## src/rtl/mac_tx_arbiter_if.sv

```systemverilog
// ----------------------------------------------------------------------------
// mac_tx_arbiter_if
//
// Bundles the two packet-source ports and the byte-wide MAC transmit port
// shared by mac_tx_arbiter.
//
// Signals:
//   s0_*/s1_*  : req/gnt/rdy handshake and data/sop/eop/wren byte stream of
//                packet source 0 (sample packetizer) and source 1
//                (control/response path)
//   tx_*       : registered byte stream to the MAC plus its tx_rdy/tx_a_full
//                flow-control inputs
//   abort_cnt  : saturating count of aborted packets
//
// Modports:
//   master : the arbiter (drives grants, rdy, the MAC stream and abort_cnt)
//   slave  : the sources and the MAC as seen from outside the arbiter
// ----------------------------------------------------------------------------
interface mac_tx_arbiter_if;
    logic       s0_req;
    logic       s0_gnt;
    logic       s0_rdy;
    logic [7:0] s0_data;
    logic       s0_sop;
    logic       s0_eop;
    logic       s0_wren;

    logic       s1_req;
    logic       s1_gnt;
    logic       s1_rdy;
    logic [7:0] s1_data;
    logic       s1_sop;
    logic       s1_eop;
    logic       s1_wren;

    logic [7:0] tx_data;
    logic       tx_sop;
    logic       tx_eop;
    logic       tx_err;
    logic       tx_wren;
    logic       tx_rdy;
    logic       tx_a_full;

    logic [7:0] abort_cnt;

    modport master (
        input  s0_req, s0_data, s0_sop, s0_eop, s0_wren,
        input  s1_req, s1_data, s1_sop, s1_eop, s1_wren,
        input  tx_rdy, tx_a_full,
        output s0_gnt, s0_rdy, s1_gnt, s1_rdy,
        output tx_data, tx_sop, tx_eop, tx_err, tx_wren,
        output abort_cnt
    );

    modport slave (
        output s0_req, s0_data, s0_sop, s0_eop, s0_wren,
        output s1_req, s1_data, s1_sop, s1_eop, s1_wren,
        output tx_rdy, tx_a_full,
        input  s0_gnt, s0_rdy, s1_gnt, s1_rdy,
        input  tx_data, tx_sop, tx_eop, tx_err, tx_wren,
        input  abort_cnt
    );
endinterface

```

## src/rtl/mac_tx_arbiter.sv

```systemverilog
// ----------------------------------------------------------------------------
// mac_tx_arbiter
//
// Shares one byte-wide MAC transmit interface between two packet sources.
// Whole packets (SOP..EOP) are granted round-robin, a fixed idle gap is
// inserted after each packet, and malformed or over-long packets are cut
// short with tx_eop + tx_err. Everything runs in the MAC transmit clock.
//
// Ports:
//   clk  : MAC transmit clock
//   rst  : asynchronous active-high reset
//   bus  : mac_tx_arbiter_if.master (source handshakes, MAC stream, abort_cnt)
//
// Parameters:
//   MAX_PKT_BYTES : longest legal packet; the byte that reaches this length
//                   without eop is sent with tx_eop/tx_err and the grant drops
//   GAP_CYCLES    : idle cycles between a packet end and the next grant (>= 1)
// ----------------------------------------------------------------------------
module mac_tx_arbiter #(
    parameter int MAX_PKT_BYTES = 1514,
    parameter int GAP_CYCLES    = 4
) (
    input logic              clk,
    input logic              rst,
    mac_tx_arbiter_if.master bus
);

    localparam int CNT_W = $clog2(MAX_PKT_BYTES + 1);
    localparam int GAP_W = (GAP_CYCLES > 1) ? $clog2(GAP_CYCLES) : 1;
    localparam logic [CNT_W-1:0] LAST_IDX = CNT_W'(MAX_PKT_BYTES - 1);
    localparam logic [GAP_W-1:0] GAP_LAST = GAP_W'(GAP_CYCLES - 1);

    typedef enum logic [1:0] {
        IDLE,
        XFER,
        GAP
    } state_t;

    state_t           state_q;
    logic             gnt0_q;
    logic             gnt1_q;
    logic             owner_q;     // source currently holding the grant
    logic             rrPtr_q;     // source favoured when both request
    logic [GAP_W-1:0] gapCnt_q;
    logic [CNT_W-1:0] byteCnt_q;
    logic [CNT_W-1:0] byteCnt_d;
    logic [7:0]       abortCnt_q;
    logic [7:0]       abortCnt_d;
    logic [7:0]       txData_q;
    logic             txSop_q;
    logic             txEop_q;
    logic             txErr_q;
    logic             txWren_q;

    logic             macOpen;
    logic             rdy0;
    logic             rdy1;
    logic [7:0]       selData;
    logic             selSop;
    logic             selEop;
    logic             fwd;
    logic             outSop;
    logic             outEop;
    logic             outErr;

    // rdy follows tx_a_full combinationally so a full MAC FIFO stalls the
    // source in the same cycle; only the one registered byte is in flight.
    assign macOpen = bus.tx_rdy & ~bus.tx_a_full;
    assign rdy0    = gnt0_q & macOpen;
    assign rdy1    = gnt1_q & macOpen;

    assign selData = owner_q ? bus.s1_data : bus.s0_data;
    assign selSop  = owner_q ? bus.s1_sop  : bus.s0_sop;
    assign selEop  = owner_q ? bus.s1_eop  : bus.s0_eop;
    assign fwd     = owner_q ? (bus.s1_wren & rdy1) : (bus.s0_wren & rdy0);

    assign byteCnt_d  = byteCnt_q + 1'b1;
    assign abortCnt_d = (abortCnt_q == 8'hFF) ? abortCnt_q : abortCnt_q + 8'd1;

    // Framing police for the byte being forwarded: a missing sop on the first
    // byte, a stray sop on a later byte, or reaching the length limit without
    // eop all close the packet early with tx_err.
    always_comb begin
        outSop = 1'b0;
        outEop = 1'b0;
        outErr = 1'b0;
        if (byteCnt_q == '0) begin
            outSop = 1'b1;
            if (!selSop) begin
                outEop = 1'b1;
                outErr = 1'b1;
            end else if (selEop) begin
                outEop = 1'b1;
            end else if (byteCnt_q == LAST_IDX) begin
                outEop = 1'b1;
                outErr = 1'b1;
            end
        end else if (selSop) begin
            outEop = 1'b1;
            outErr = 1'b1;
        end else if (selEop) begin
            outEop = 1'b1;
        end else if (byteCnt_q == LAST_IDX) begin
            outEop = 1'b1;
            outErr = 1'b1;
        end
    end

    // Arbitration FSM with registered grants and registered MAC stream.
    always_ff @(posedge clk or posedge rst) begin
        if (rst) begin
            state_q    <= IDLE;
            gnt0_q     <= 1'b0;
            gnt1_q     <= 1'b0;
            owner_q    <= 1'b0;
            rrPtr_q    <= 1'b0;
            gapCnt_q   <= '0;
            byteCnt_q  <= '0;
            abortCnt_q <= 8'd0;
            txData_q   <= 8'd0;
            txSop_q    <= 1'b0;
            txEop_q    <= 1'b0;
            txErr_q    <= 1'b0;
            txWren_q   <= 1'b0;
        end else begin
            txData_q <= 8'd0;
            txSop_q  <= 1'b0;
            txEop_q  <= 1'b0;
            txErr_q  <= 1'b0;
            txWren_q <= 1'b0;
            case (state_q)
                IDLE: begin
                    byteCnt_q <= '0;
                    if (bus.s0_req && (!bus.s1_req || !rrPtr_q)) begin
                        gnt0_q  <= 1'b1;
                        owner_q <= 1'b0;
                        state_q <= XFER;
                    end else if (bus.s1_req) begin
                        gnt1_q  <= 1'b1;
                        owner_q <= 1'b1;
                        state_q <= XFER;
                    end
                end
                XFER: begin
                    if (fwd) begin
                        txWren_q  <= 1'b1;
                        txData_q  <= selData;
                        txSop_q   <= outSop;
                        txEop_q   <= outEop;
                        txErr_q   <= outErr;
                        byteCnt_q <= byteCnt_d;
                        if (outErr) begin
                            abortCnt_q <= abortCnt_d;
                        end
                        // Normal or aborted end: release the MAC and hand
                        // priority to the other source.
                        if (outEop) begin
                            state_q  <= GAP;
                            gnt0_q   <= 1'b0;
                            gnt1_q   <= 1'b0;
                            rrPtr_q  <= ~owner_q;
                            gapCnt_q <= '0;
                        end
                    end
                end
                GAP: begin
                    if (gapCnt_q == GAP_LAST) begin
                        state_q <= IDLE;
                    end else begin
                        gapCnt_q <= gapCnt_q + 1'b1;
                    end
                end
                default: begin
                    state_q <= IDLE;
                end
            endcase
        end
    end

    assign bus.s0_gnt    = gnt0_q;
    assign bus.s1_gnt    = gnt1_q;
    assign bus.s0_rdy    = rdy0;
    assign bus.s1_rdy    = rdy1;
    assign bus.tx_data   = txData_q;
    assign bus.tx_sop    = txSop_q;
    assign bus.tx_eop    = txEop_q;
    assign bus.tx_err    = txErr_q;
    assign bus.tx_wren   = txWren_q;
    assign bus.abort_cnt = abortCnt_q;

endmodule

```

## src/flat_wrapper.sv

```systemverilog
// flat-port wrapper written by rule: the top's interface ports become plain ports
module mac_tx_arbiter_flat 
#(
    parameter int MAX_PKT_BYTES = 1514,
    parameter int GAP_CYCLES    = 4
)
  (clk, rst, bus_s0_req, bus_s0_data, bus_s0_sop, bus_s0_eop, bus_s0_wren, bus_s1_req, bus_s1_data, bus_s1_sop, bus_s1_eop, bus_s1_wren, bus_tx_rdy, bus_tx_a_full, bus_s0_gnt, bus_s0_rdy, bus_s1_gnt, bus_s1_rdy, bus_tx_data, bus_tx_sop, bus_tx_eop, bus_tx_err, bus_tx_wren, bus_abort_cnt);
  mac_tx_arbiter_if bus_i ();
  input logic clk;
  input logic rst;
  input wire logic [$bits(bus_i.s0_req)-1:0] bus_s0_req;
  input wire logic [$bits(bus_i.s0_data)-1:0] bus_s0_data;
  input wire logic [$bits(bus_i.s0_sop)-1:0] bus_s0_sop;
  input wire logic [$bits(bus_i.s0_eop)-1:0] bus_s0_eop;
  input wire logic [$bits(bus_i.s0_wren)-1:0] bus_s0_wren;
  input wire logic [$bits(bus_i.s1_req)-1:0] bus_s1_req;
  input wire logic [$bits(bus_i.s1_data)-1:0] bus_s1_data;
  input wire logic [$bits(bus_i.s1_sop)-1:0] bus_s1_sop;
  input wire logic [$bits(bus_i.s1_eop)-1:0] bus_s1_eop;
  input wire logic [$bits(bus_i.s1_wren)-1:0] bus_s1_wren;
  input wire logic [$bits(bus_i.tx_rdy)-1:0] bus_tx_rdy;
  input wire logic [$bits(bus_i.tx_a_full)-1:0] bus_tx_a_full;
  output wire logic [$bits(bus_i.s0_gnt)-1:0] bus_s0_gnt;
  output wire logic [$bits(bus_i.s0_rdy)-1:0] bus_s0_rdy;
  output wire logic [$bits(bus_i.s1_gnt)-1:0] bus_s1_gnt;
  output wire logic [$bits(bus_i.s1_rdy)-1:0] bus_s1_rdy;
  output wire logic [$bits(bus_i.tx_data)-1:0] bus_tx_data;
  output wire logic [$bits(bus_i.tx_sop)-1:0] bus_tx_sop;
  output wire logic [$bits(bus_i.tx_eop)-1:0] bus_tx_eop;
  output wire logic [$bits(bus_i.tx_err)-1:0] bus_tx_err;
  output wire logic [$bits(bus_i.tx_wren)-1:0] bus_tx_wren;
  output wire logic [$bits(bus_i.abort_cnt)-1:0] bus_abort_cnt;
  assign bus_i.s0_req = bus_s0_req;
  assign bus_i.s0_data = bus_s0_data;
  assign bus_i.s0_sop = bus_s0_sop;
  assign bus_i.s0_eop = bus_s0_eop;
  assign bus_i.s0_wren = bus_s0_wren;
  assign bus_i.s1_req = bus_s1_req;
  assign bus_i.s1_data = bus_s1_data;
  assign bus_i.s1_sop = bus_s1_sop;
  assign bus_i.s1_eop = bus_s1_eop;
  assign bus_i.s1_wren = bus_s1_wren;
  assign bus_i.tx_rdy = bus_tx_rdy;
  assign bus_i.tx_a_full = bus_tx_a_full;
  assign bus_s0_gnt = bus_i.s0_gnt;
  assign bus_s0_rdy = bus_i.s0_rdy;
  assign bus_s1_gnt = bus_i.s1_gnt;
  assign bus_s1_rdy = bus_i.s1_rdy;
  assign bus_tx_data = bus_i.tx_data;
  assign bus_tx_sop = bus_i.tx_sop;
  assign bus_tx_eop = bus_i.tx_eop;
  assign bus_tx_err = bus_i.tx_err;
  assign bus_tx_wren = bus_i.tx_wren;
  assign bus_abort_cnt = bus_i.abort_cnt;
  mac_tx_arbiter #(.MAX_PKT_BYTES(MAX_PKT_BYTES), .GAP_CYCLES(GAP_CYCLES)) u_core (.clk(clk), .rst(rst), .bus(bus_i));
endmodule
```

## config.mk

```make
export PLATFORM = sky130hd
export DESIGN_NAME = mac_tx_arbiter_flat
export DESIGN_NICKNAME = d
export VERILOG_FILES = /design/src/rtl/mac_tx_arbiter_if.sv /design/src/rtl/mac_tx_arbiter.sv /design/src/flat_wrapper.sv
export SDC_FILE = /design/constraint.sdc
export NUM_CORES = 1
export LEC_CHECK = 0
export ABC_AREA = 1
export CAP_MARGIN = 10
export CORE_AREA = 2 2 81 114
export CTS_BUF_LIST = sky130_fd_sc_hd__clkbuf_8 sky130_fd_sc_hd__clkbuf_16
export DETAILED_ROUTE_END_ITERATION = 16
export DIE_AREA = 0 0 83 116
export PLACE_DENSITY = 0.48
export SETUP_SLACK_MARGIN = 0.15
export SKIP_CTS_REPAIR_TIMING = 1
export SLEW_MARGIN = 10
export SYNTH_ARGS = -nofsm -noshare
export SYNTH_HDL_FRONTEND = slang
export SYNTH_SLANG_ARGS = --single-unit
export TNS_END_PERCENT = 10
```

## constraint.sdc

```tcl
create_clock -name clk -period 1.93 [get_ports clk]
set_clock_uncertainty 0.15 [all_clocks]
set_input_delay 0.193 -clock clk [delete_from_list [all_inputs] [get_ports clk]]
set_output_delay 0.193 -clock clk [all_outputs]
set_load 0.02 [all_outputs]
```

==> summary.md <==
| Metric | Value |
|---|---|
| PwrDens | `1037 nW/um^2` |
| Detailed Place HPWL | `3.898 mm` |
| Leak | `1.431 nW` |
| Warnings, synthesis | `0` |
| Worst Path Arrival | `1460 ps` |
| Clock-pin slew on the worst setup and hold paths | `60 ps` |
| Drt first pass iters | `4` |
| Placed Cells | `422` |
| CP endpoint kind | `primary output` |
| Max IR drop VDD | `0.5027 mV` |
| Dpl ws | `23.99 ps` |
| Via density per instance | `4.333` |
| Max Root-Sink Buffers | `2` |
| Fraction of layout cells with a size suffix above 1 | `20.00%` |
| # nets final | `362` |
| H-Tree Depth | `2` |
| Setup TNS | `0 ps` |
| Sequential area share after synthesis | `46.59%` |
| Avg Inst Size Synth | `8.056 sq um` |
| Post-route DRC violation count | `0` |
| Area of the multi-input gates | `1047 sq um` |
| Slew HR | `66.08%` |
| Final setup margin | `131.9 ps` |
| DRT antenna net count | `0` |
| CTS buffer count | `5` |
| Syn Inst Count | `260` |
| Antenna violations before repair | `0` |
| Starting DRT DRC Count | `95` |
| Most frequent cells in the layout | `nand2_1 (70), clkdlybuf4s50_1 (51), dfrtp_1 (33), inv_1 (26), nand3_1 (16)` |
| Ports | `52` |
| Required time worst endpoint | `1590 ps` |
| Die area | `9628 sq um` |
| Post-route clock period utilization | `93.16%` |
| Reg area | `983.4 sq um` |
| Final setup viols | `0` |
| Layout fillers | `901` |
| Synth-to-Final Area Change | `46.65%` |
| FF-to-FF path depth | `11` |
| RSZ-0062 raised after global routing | `yes` |
| Most common cell after layout, fill and taps aside | `nand2_1` |
| Post-synthesis cell type count | `31` |
| Outcome | `finished, final reports clean` |
| Max Freq | `556.2 MHz` |
| Minimum clock period | `1798 ps` |
| Gpl congestion | `0.8214` |
| Synthesized flop and latch total | `39` |
| CTS root buffer | `clkbuf_16` |
| Post-synthesis instance area | `2095 sq um` |
| First-pass GRT wire length | `8.797 mm` |
| Grt total ovfl | `0` |
| Row cnt | `40` |
| Max_cap viols | `0` |
| Core ar. | `8558 sq um` |
| Die height | `116 microns` |
| CP Max Fanout | `2` |
| Port-buffer cells | `51` |
| Path type of the worst min-delay path | `in -> async` |
| Vias | `1,885` |
| CTS Sinks | `39` |
| Routed WL | `5.150 mm` |
| Fin. Hold Viols | `0` |
| Initial Utilization | `24.47%` |
| Slew at the pin closest to its max-slew limit | `508.9 ps` |
| Max-slew violations | `0` |
| TritonCTS clock tree | `built` |
| CP Launch Type | `primary input` |
| Largest net degree at the start of global routing | `40` |
| WL/cell | `11.84 microns` |
| Later-pin clock latency in the skew report | `280 ps` |
| N_diodes | `0` |
| Vias in the first global route | `1,913` |
| Non-filler instance count after layout | `435` |
| WS Path Type | `in -> out` |
| DIE WIDTH | `83 microns` |
| Total Routing Usage GR | `11.55%` |
| Syn nets | `293` |
-- power breakdown --
part / switching (mW) / internal (mW) / leakage [nW]
Combinational: 0.707 / 0.566 / 0.835
Clock: 0.321 / 0.511 / 0.0783
Sequential: 0.127 / 0.951 / 0.518
-- worst paths after layout --
check | start | endpoint | slack (ps)
worst max-delay path | bus_tx_rdy | bus_s0_rdy | 130
worst min-delay path | rst | u_core.bus.abort_cnt[1] | 190
worst max register to register | u_core.byteCnt_q[1] | u_core.bus.abort_cnt[0] | 170
worst min register to register | u_core.gapCnt_q[0] | u_core.gapCnt_q[0] | 340
max in group asynchronous | rst | u_core.byteCnt_q[5] | 1070
min in group clk | bus_s0_data[3] | u_core.bus.tx_data[3] | 310
-- cell usage after synthesis (all sizes together) --
master	instances	area share, %
nand3	20	5.9
a21oi	10	2.4
buf	4	1.5
ha	5	3.0
xnor2	2	0.84
nor3	4	0.96
nor2	22	5.3
nand2	82	15
o21ai	15	4.3
xor2	6	2.5
o31ai	4	1.4
and2	2	0.60
a21boi	1	0.36
nand4	9	2.7
inv	30	5.4
dfrtp	39	47
or2	4	1.2
clkbuf	1	0.18
-- stage by stage --
step / instance area, sq um / utilization, % / hold WS, ps / power, mW
after floorplan: 2100 / - / 180.7 / 1.796
after detailed placement: 2789 / 32.59 / 327.2 / 2.245
after CTS: 2940 / 34.36 / 209.7 / 3.100
after global placement: 2789 / 32.59 / 318.8 / 2.236
after global routing: 3072 / 35.89 / 249.1 / 3.432
final: 3072 / 35.89 / 185.4 / 3.184
-- final cells by class --
type,instances,area share (%)
Multi-Input combinational cell,186,34.09
Timing Repair Buffer,67,20.94
Inverter,30,3.747
Tap cell,105,4.277
Clock buffer,6,4.521
Clock inverter,2,0.4073
Sequential cell,39,32.02
-- kinds of logic (layout without fill, tap and decap cells) --
logic type	Yosys count	in the layout	share of synthesized area (%)
AND/OR/NAND/NOR	143	143	31.54
flip-flops	39	39	46.60
buffers and inverters	35	105	7.048
AO/OA/AOI/OAI	30	30	8.483
XOR/XNOR	8	8	3.345
adder cells (fa/ha/maj)	5	5	2.987
-- flip-flops by register name, summed over array words and instances (netlist names) --
register,cells
u_core.byteCnt_q,11
u_core.state_q,2
u_core.bus.tx_err,1
u_core.bus.abort_cnt,8
u_core.bus.s0_gnt,1
u_core.owner_q,1
u_core.bus.tx_wren,1
u_core.bus.s1_gnt,1
u_core.bus.tx_eop,1
u_core.bus.tx_sop,1
u_core.gapCnt_q,2
u_core.rrPtr_q,1
u_core.bus.tx_data,8
-- worst max-delay path, stage by stage --
cell             delay (ps)
clkdlybuf4s50_1         480
nand3_1                 110
inv_1                    70
clkdlybuf4s50_1         600
-- per-layer routing --
layer | vias up | GRT usage (%) | part of all wire [%]
met5 | - | 0 | 0
met1 | 858 | 12.11 | 39
met2 | 52 | 21.61 | 54
met3 | 4 | 3.276 | 4.5
li1 | 971 | - | -
met4 | 0 | 4.918 | 1.7
(Power assumes the default switching activity.)
